### config.mk
export PLATFORM = sky130hd
export DESIGN_NAME = spi_master_trx_flat
export DESIGN_NICKNAME = d
export VERILOG_FILES = /design/src/rtl/spi_master_trx_if.sv /design/src/rtl/spi_master_trx.sv /design/src/flat_wrapper.sv
export SDC_FILE = /design/constraint.sdc
export NUM_CORES = 1
export LEC_CHECK = 0
export CORE_ASPECT_RATIO = 0.75
export CORE_MARGIN = 4
export CORE_UTILIZATION = 50
export DETAILED_ROUTE_END_ITERATION = 16
export PLACE_DENSITY = 0.74
export SYNTH_ARGS = -nofsm -noshare
export SYNTH_HDL_FRONTEND = slang
export SYNTH_SLANG_ARGS = --single-unit
### constraint.sdc
create_clock -name clk -period 3.33 [get_ports clk]
set_input_delay 0.999 -clock clk [delete_from_list [all_inputs] [get_ports clk]]
set_output_delay 0.999 -clock clk [all_outputs]
set_load 0.02 [all_outputs]
### src/rtl/spi_master_trx_if.sv
// spi_master_trx_if: byte request/response handshake and SPI pins for spi_master_trx
interface spi_master_trx_if;
  logic       start;
  logic [7:0] tx_data;
  logic       last;
  logic       busy;
  logic [7:0] rx_data;
  logic       rx_valid;
  logic       spi_cs;
  logic       spi_sck;
  logic       spi_mosi;
  logic       spi_miso;
  modport master (input start, tx_data, last, spi_miso, output busy, rx_data, rx_valid, spi_cs, spi_sck, spi_mosi);
  modport slave (output start, tx_data, last, spi_miso, input busy, rx_data, rx_valid, spi_cs, spi_sck, spi_mosi);
endinterface

### src/rtl/spi_master_trx.sv
// spi_master_trx: SPI mode-3 byte master, MSB first, multi-byte frames via last.
// SPI_MASTER_LOOPBACK_EN samples the registered MOSI instead of the MISO pin for board self-test.
module spi_master_trx #(
  parameter int CLK_DIV  = 4,
  parameter int GAP_CLKS = 4
) (
  input logic clk,
  input logic rst,
  spi_master_trx_if.master bus
);
  localparam int CW = $clog2((CLK_DIV > GAP_CLKS ? CLK_DIV : GAP_CLKS) + 1);
  typedef enum logic [2:0] {IDLE, SETUP, SHIFT, DONE, GAP, CS_HOLD, CS_GAP} state_t;
  state_t state, state_d;
  logic [CW-1:0] cnt, cnt_d;
  logic [2:0] bit_cnt, bit_d;
  logic [7:0] shift_tx, tx_d, shift_rx, srx_d, rx_data, rx_data_d;
  logic high, high_d, last_q, last_d, cs, cs_d, sck, sck_d, mosi, mosi_d;
  logic rx_valid, rx_valid_d, busy, busy_d, sample, div_end, gap_end;
`ifdef SPI_MASTER_LOOPBACK_EN
  assign sample = mosi;
`else
  assign sample = bus.spi_miso;
`endif
  assign div_end = cnt == CW'(CLK_DIV - 1);
  assign gap_end = cnt == CW'(GAP_CLKS - 1);
  assign bus.spi_cs   = cs;
  assign bus.spi_sck  = sck;
  assign bus.spi_mosi = mosi;
  assign bus.busy     = busy;
  assign bus.rx_data  = rx_data;
  assign bus.rx_valid = rx_valid;
  always_ff @(posedge clk) begin
    if (rst) begin
      state    <= IDLE;
      cnt      <= '0;
      bit_cnt  <= '0;
      high     <= 1'b0;
      shift_tx <= '0;
      shift_rx <= '0;
      rx_data  <= '0;
      last_q   <= 1'b0;
      cs       <= 1'b1;
      sck      <= 1'b1;
      mosi     <= 1'b1;
      rx_valid <= 1'b0;
      busy     <= 1'b0;
    end else begin
      state    <= state_d;
      cnt      <= cnt_d;
      bit_cnt  <= bit_d;
      high     <= high_d;
      shift_tx <= tx_d;
      shift_rx <= srx_d;
      rx_data  <= rx_data_d;
      last_q   <= last_d;
      cs       <= cs_d;
      sck      <= sck_d;
      mosi     <= mosi_d;
      rx_valid <= rx_valid_d;
      busy     <= busy_d;
    end
  end
  always_comb begin
    state_d    = state;
    cnt_d      = cnt + 1'b1;
    bit_d      = bit_cnt;
    high_d     = high;
    tx_d       = shift_tx;
    srx_d      = shift_rx;
    rx_data_d  = rx_data;
    last_d     = last_q;
    cs_d       = cs;
    sck_d      = sck;
    mosi_d     = mosi;
    rx_valid_d = 1'b0;
    busy_d     = busy;
    case (state)
      IDLE: begin
        cnt_d = '0;
        if (bus.start) begin
          state_d = SETUP;
          tx_d    = bus.tx_data;
          last_d  = bus.last;
          cs_d    = 1'b0;
          mosi_d  = bus.tx_data[7];
          busy_d  = 1'b1;
        end
      end
      SETUP: if (div_end) begin
        state_d = SHIFT;
        cnt_d   = '0;
        sck_d   = 1'b0;
        high_d  = 1'b0;
        bit_d   = '0;
      end
      SHIFT: if (div_end) begin
        cnt_d = '0;
        if (!high) begin
          sck_d  = 1'b1;
          high_d = 1'b1;
          srx_d  = {shift_rx[6:0], sample};
        end else if (bit_cnt == 3'd7) begin
          state_d    = DONE;
          rx_data_d  = shift_rx;
          rx_valid_d = 1'b1;
        end else begin
          bit_d  = bit_cnt + 3'd1;
          sck_d  = 1'b0;
          high_d = 1'b0;
          tx_d   = {shift_tx[6:0], 1'b0};
          mosi_d = shift_tx[6];
        end
      end
      DONE: begin
        cnt_d   = '0;
        state_d = last_q ? CS_HOLD : GAP;
        busy_d  = last_q;
      end
      // GAP waits idle for the next byte, then gives MOSI a half-period of setup before the first fall
      GAP: if (!busy) begin
        cnt_d = '0;
        if (bus.start) begin
          tx_d   = bus.tx_data;
          last_d = bus.last;
          mosi_d = bus.tx_data[7];
          busy_d = 1'b1;
        end
      end else if (div_end) begin
        state_d = SHIFT;
        cnt_d   = '0;
        sck_d   = 1'b0;
        high_d  = 1'b0;
        bit_d   = '0;
      end
      CS_HOLD: if (div_end) begin
        state_d = CS_GAP;
        cnt_d   = '0;
        cs_d    = 1'b1;
        mosi_d  = 1'b1;
      end
      CS_GAP: if (gap_end) begin
        state_d = IDLE;
        cnt_d   = '0;
        busy_d  = 1'b0;
      end
      default: state_d = IDLE;
    endcase
  end
endmodule

### src/flat_wrapper.sv
// flat-port wrapper written by rule: the top's interface ports become plain ports
module spi_master_trx_flat 
#(
  parameter int CLK_DIV  = 4,
  parameter int GAP_CLKS = 4
)
  (clk, rst, bus_start, bus_tx_data, bus_last, bus_spi_miso, bus_busy, bus_rx_data, bus_rx_valid, bus_spi_cs, bus_spi_sck, bus_spi_mosi);
  spi_master_trx_if bus_i ();
  input logic clk;
  input logic rst;
  input wire logic [$bits(bus_i.start)-1:0] bus_start;
  input wire logic [$bits(bus_i.tx_data)-1:0] bus_tx_data;
  input wire logic [$bits(bus_i.last)-1:0] bus_last;
  input wire logic [$bits(bus_i.spi_miso)-1:0] bus_spi_miso;
  output wire logic [$bits(bus_i.busy)-1:0] bus_busy;
  output wire logic [$bits(bus_i.rx_data)-1:0] bus_rx_data;
  output wire logic [$bits(bus_i.rx_valid)-1:0] bus_rx_valid;
  output wire logic [$bits(bus_i.spi_cs)-1:0] bus_spi_cs;
  output wire logic [$bits(bus_i.spi_sck)-1:0] bus_spi_sck;
  output wire logic [$bits(bus_i.spi_mosi)-1:0] bus_spi_mosi;
  assign bus_i.start = bus_start;
  assign bus_i.tx_data = bus_tx_data;
  assign bus_i.last = bus_last;
  assign bus_i.spi_miso = bus_spi_miso;
  assign bus_busy = bus_i.busy;
  assign bus_rx_data = bus_i.rx_data;
  assign bus_rx_valid = bus_i.rx_valid;
  assign bus_spi_cs = bus_i.spi_cs;
  assign bus_spi_sck = bus_i.spi_sck;
  assign bus_spi_mosi = bus_i.spi_mosi;
  spi_master_trx #(.CLK_DIV(CLK_DIV), .GAP_CLKS(GAP_CLKS)) u_core (.clk(clk), .rst(rst), .bus(bus_i));
endmodule
==> results_dict.tcl <==
set metrics [dict create \
    ys.flop_type "dfxtp_1" \
    finalSetupViolations 0 \
    slowest_stage "clkdlybuf4s50_1" \
    whs_path_depth 2 \
    yosysSeqAreaShare_pct 42.7 \
    hp-class "reg -> reg" \
    yosys.area.top_type_share_pct 42.7 \
    cpLargestDelayFamily "compound AO/OA/AOI/OAI gates" \
    core_um2 3400 \
    stdcell_count 282 \
    worstPathRequired_ns 3.50 \
    syn_nets 229 \
    fin_nets 249 \
    syn2layout_area_growth_pct 20.9 \
    hold_viol_final 0 \
    hp-start "u_core.bus.rx_data[0]" \
    vias 1548 \
    start_kind "input pin" \
    maxSlewViolCount 0 \
    maxCapViolCount 0 \
    drc_errors 0 \
    drt_wl_total_um 3970 \
    drive_gt1_share_pct 7.76 \
    synth_top_area_cell "dfxtp_1" \
    routabilityCongestion 0.872 \
    die_y_um 60.3 \
    postCtsSetupRepairBufs 0 \
    ys_ff_latch 39 \
    fp.dieW_um 77.8 \
    initial_core_util_pct 53.7 \
    synthArstFlopShare_pct 0 \
    final_common_cell "dfxtp_1" \
    cts_hold_buf 0 \
    regArea_um2 781 \
    worst_pin_slew_ns 0.622 \
    grt_max_degree 21 \
    dp_slack_ns 0.436 \
    min_period_over_period_pct 78.7 \
    fillers 287 \
    htreeDepth 2 \
    crit_fanout 12 \
    yosys_warnings 0 \
    drtIter0Drc 104 \
    synth_edf_count 0 \
    synthTopCellsByArea "dfxtp_1, nand2_1, mux2i_1" \
    r2r_start "u_core.state[1]" \
    clockBufferDepth 2 \
    layout_min_cycle_time_ns 2.62 \
    drt_pass1_iterations 6 \
    syn_area_um2 1830 \
    finalWorstSetupSlack_ns 0.709 \
    antenna_found_initial 0 \
    diodes 0 \
    dp.cells 274 \
    synthDistinctLibCells 47 \
    port_buffers 25 \
    multiInputGateArea_um2 948 \
    finalClockSkew_ns 0.00980 \
    power.density_nw_per_um2 634 \
    cp-end-kind "flip-flop" \
    critPathArrivalTime_ns 2.79 \
    r2r-end "u_core.shift_tx[2]" \
    wl_per_cell_um 14.1 \
    hpwl_um 2800 \
    cts_root_buf "clkbuf_8" \
    min_to "u_core.bus.rx_data[0]" \
    insertion_delay_ns 0.29 \
    worst_path_largest_cell_delay_ns 0.54 \
    mostFrequentLayoutCells "dfxtp_1, nand2_1, clkdlybuf4s50_1, nor2_1, a21oi_1" \
    netlist_instances 211 \
    cts_tree "built" \
    num_rows 18 \
    syn_avg_cell_area_um2 8.66 \
    fmax_mhz 382 \
    power_uw 1400 \
    reg2reg_slack_ns 1.16 \
    grt_pass1_vias 1444 \
    outcome "finished clean" \
    vdd_drop_max_v 0.000434 \
    ios 26 \
    path_class "in -> reg" \
    path_buf_inv 1 \
    drt-vias-per-instance 5.49 \
    die_area_um2 4690 \
    r2r_cells 4 \
    grt_pass1_wl_um 6840 \
    clkTransAtPathRegs_ns 0.08 \
    cts_resized 0 \
    grt-ovfl-total 0 \
    leakage_uw 0.000792 \
    ant_nets 0 \
    maxSlewHeadroom_pct 58.5 \
    grt_usage_pct 18.4 \
    setup_tns_ns 0 \
    rsz0062_at_grt "no" \
    cts_buffers 5 \
    cts_num_sinks 39 \
    crit_chain "clkdlybuf4s50_1 -> or3b_1 -> o22ai_2 -> nor2_1 -> a311oi_1" \
]
-- flip-flops by register name, summed over array words and instances (netlist names) --
register and cells:
u_core.bit_cnt 3, u_core.state 3, u_core.bus.rx_data 8, u_core.bus.spi_sck 1
u_core.high 1, u_core.bus.spi_cs 1, u_core.cnt 3, u_core.bus.busy 1
u_core.shift_tx 7, u_core.last_q 1, u_core.bus.rx_valid 1, u_core.bus.spi_mosi 1
u_core.shift_rx 8
-- cells by family after synthesis --
kind of cell / Yosys count / synth area share [%]
buf+inv: 19 / 5.34
simple gates: 86 / 23.1
xor+xnor: 2 / 0.959
flops: 39 / 42.7
mux: 11 / 6.10
compound gates: 49 / 18.4
fa+ha+maj: 5 / 3.42
-- area by class of cell --
type	count	area share [%]
clock buffer	6	3.29
tap	50	2.83
clock inverter	2	2.72
timing repair buffer	27	12.0
inverter	5	0.850
sequential	39	35.4
multi-input combinational	153	42.9
-- synth_stat cells (2+ instances only) --
| cell type | count |
|---|---|
| a21oi_1 | 16 |
| a22o_1 | 3 |
| a22oi_1 | 2 |
| a311oi_1 | 6 |
| a31oi_1 | 3 |
| buf_1 | 2 |
| buf_2 | 3 |
| buf_6 | 3 |
| clkbuf_1 | 6 |
| dfxtp_1 | 39 |
| ha_1 | 5 |
| inv_1 | 5 |
| mux2i_1 | 10 |
| nand2_1 | 36 |
| nand2b_1 | 2 |
| nand4_1 | 2 |
| nor2_1 | 23 |
| nor2b_1 | 2 |
| nor3_1 | 4 |
| nor3b_1 | 3 |
| o21a_1 | 2 |
| o21ai_0 | 6 |
| or2_2 | 3 |
| xor2_1 | 2 |
-- worst register-to-register path, cell delays in order (launching register included) --
cell and delay [ns]:
dfxtp_1 0.70, or3b_4 0.55, o22ai_2 0.43, nor2_1 0.09, a311oi_1 0.29
-- layer usage --
metal  vias up  GRT usage (%)  part of all wire, %
met2        41           28.7                   44
met4         0           5.58                 0.88
met5         -              0                    0
met1       719           25.2                   48
met3         4           5.19                  6.7
li1        784              -                    -
-- through the flow --
stage / hold WS [ns] / instance area [µm²] / util, %
5_1_grt: 0.492 / 2210 / 64.9
3_3_place_gp: 0.438 / 2080 / 61.0
6_report: 0.455 / 2210 / 64.9
2_1_floorplan: 0.436 / 1830 / -
4_1_cts: 0.454 / 2210 / 64.9
3_5_place_dp: 0.443 / 2080 / 61.0
-- report_power, final --
group | switching (µW) | internal, µW
Combinational | 174 | 158
Sequential | 87.7 | 519
Clock | 163 | 300
-- how the worst max path moves through the flow --
stage	from	endpoint	cells past startpoint
floorplan	bus_start	u_core.shift_tx[3]	5
global placement	bus_start	u_core.shift_tx[6]	5
detailed placement	bus_start	u_core.shift_tx[2]	5
CTS	bus_start	u_core.shift_tx[2]	5
global route	bus_start	u_core.shift_tx[5]	5
finish	bus_start	u_core.shift_tx[2]	5
No activity file was read; power rests on OpenSTA's default activity.
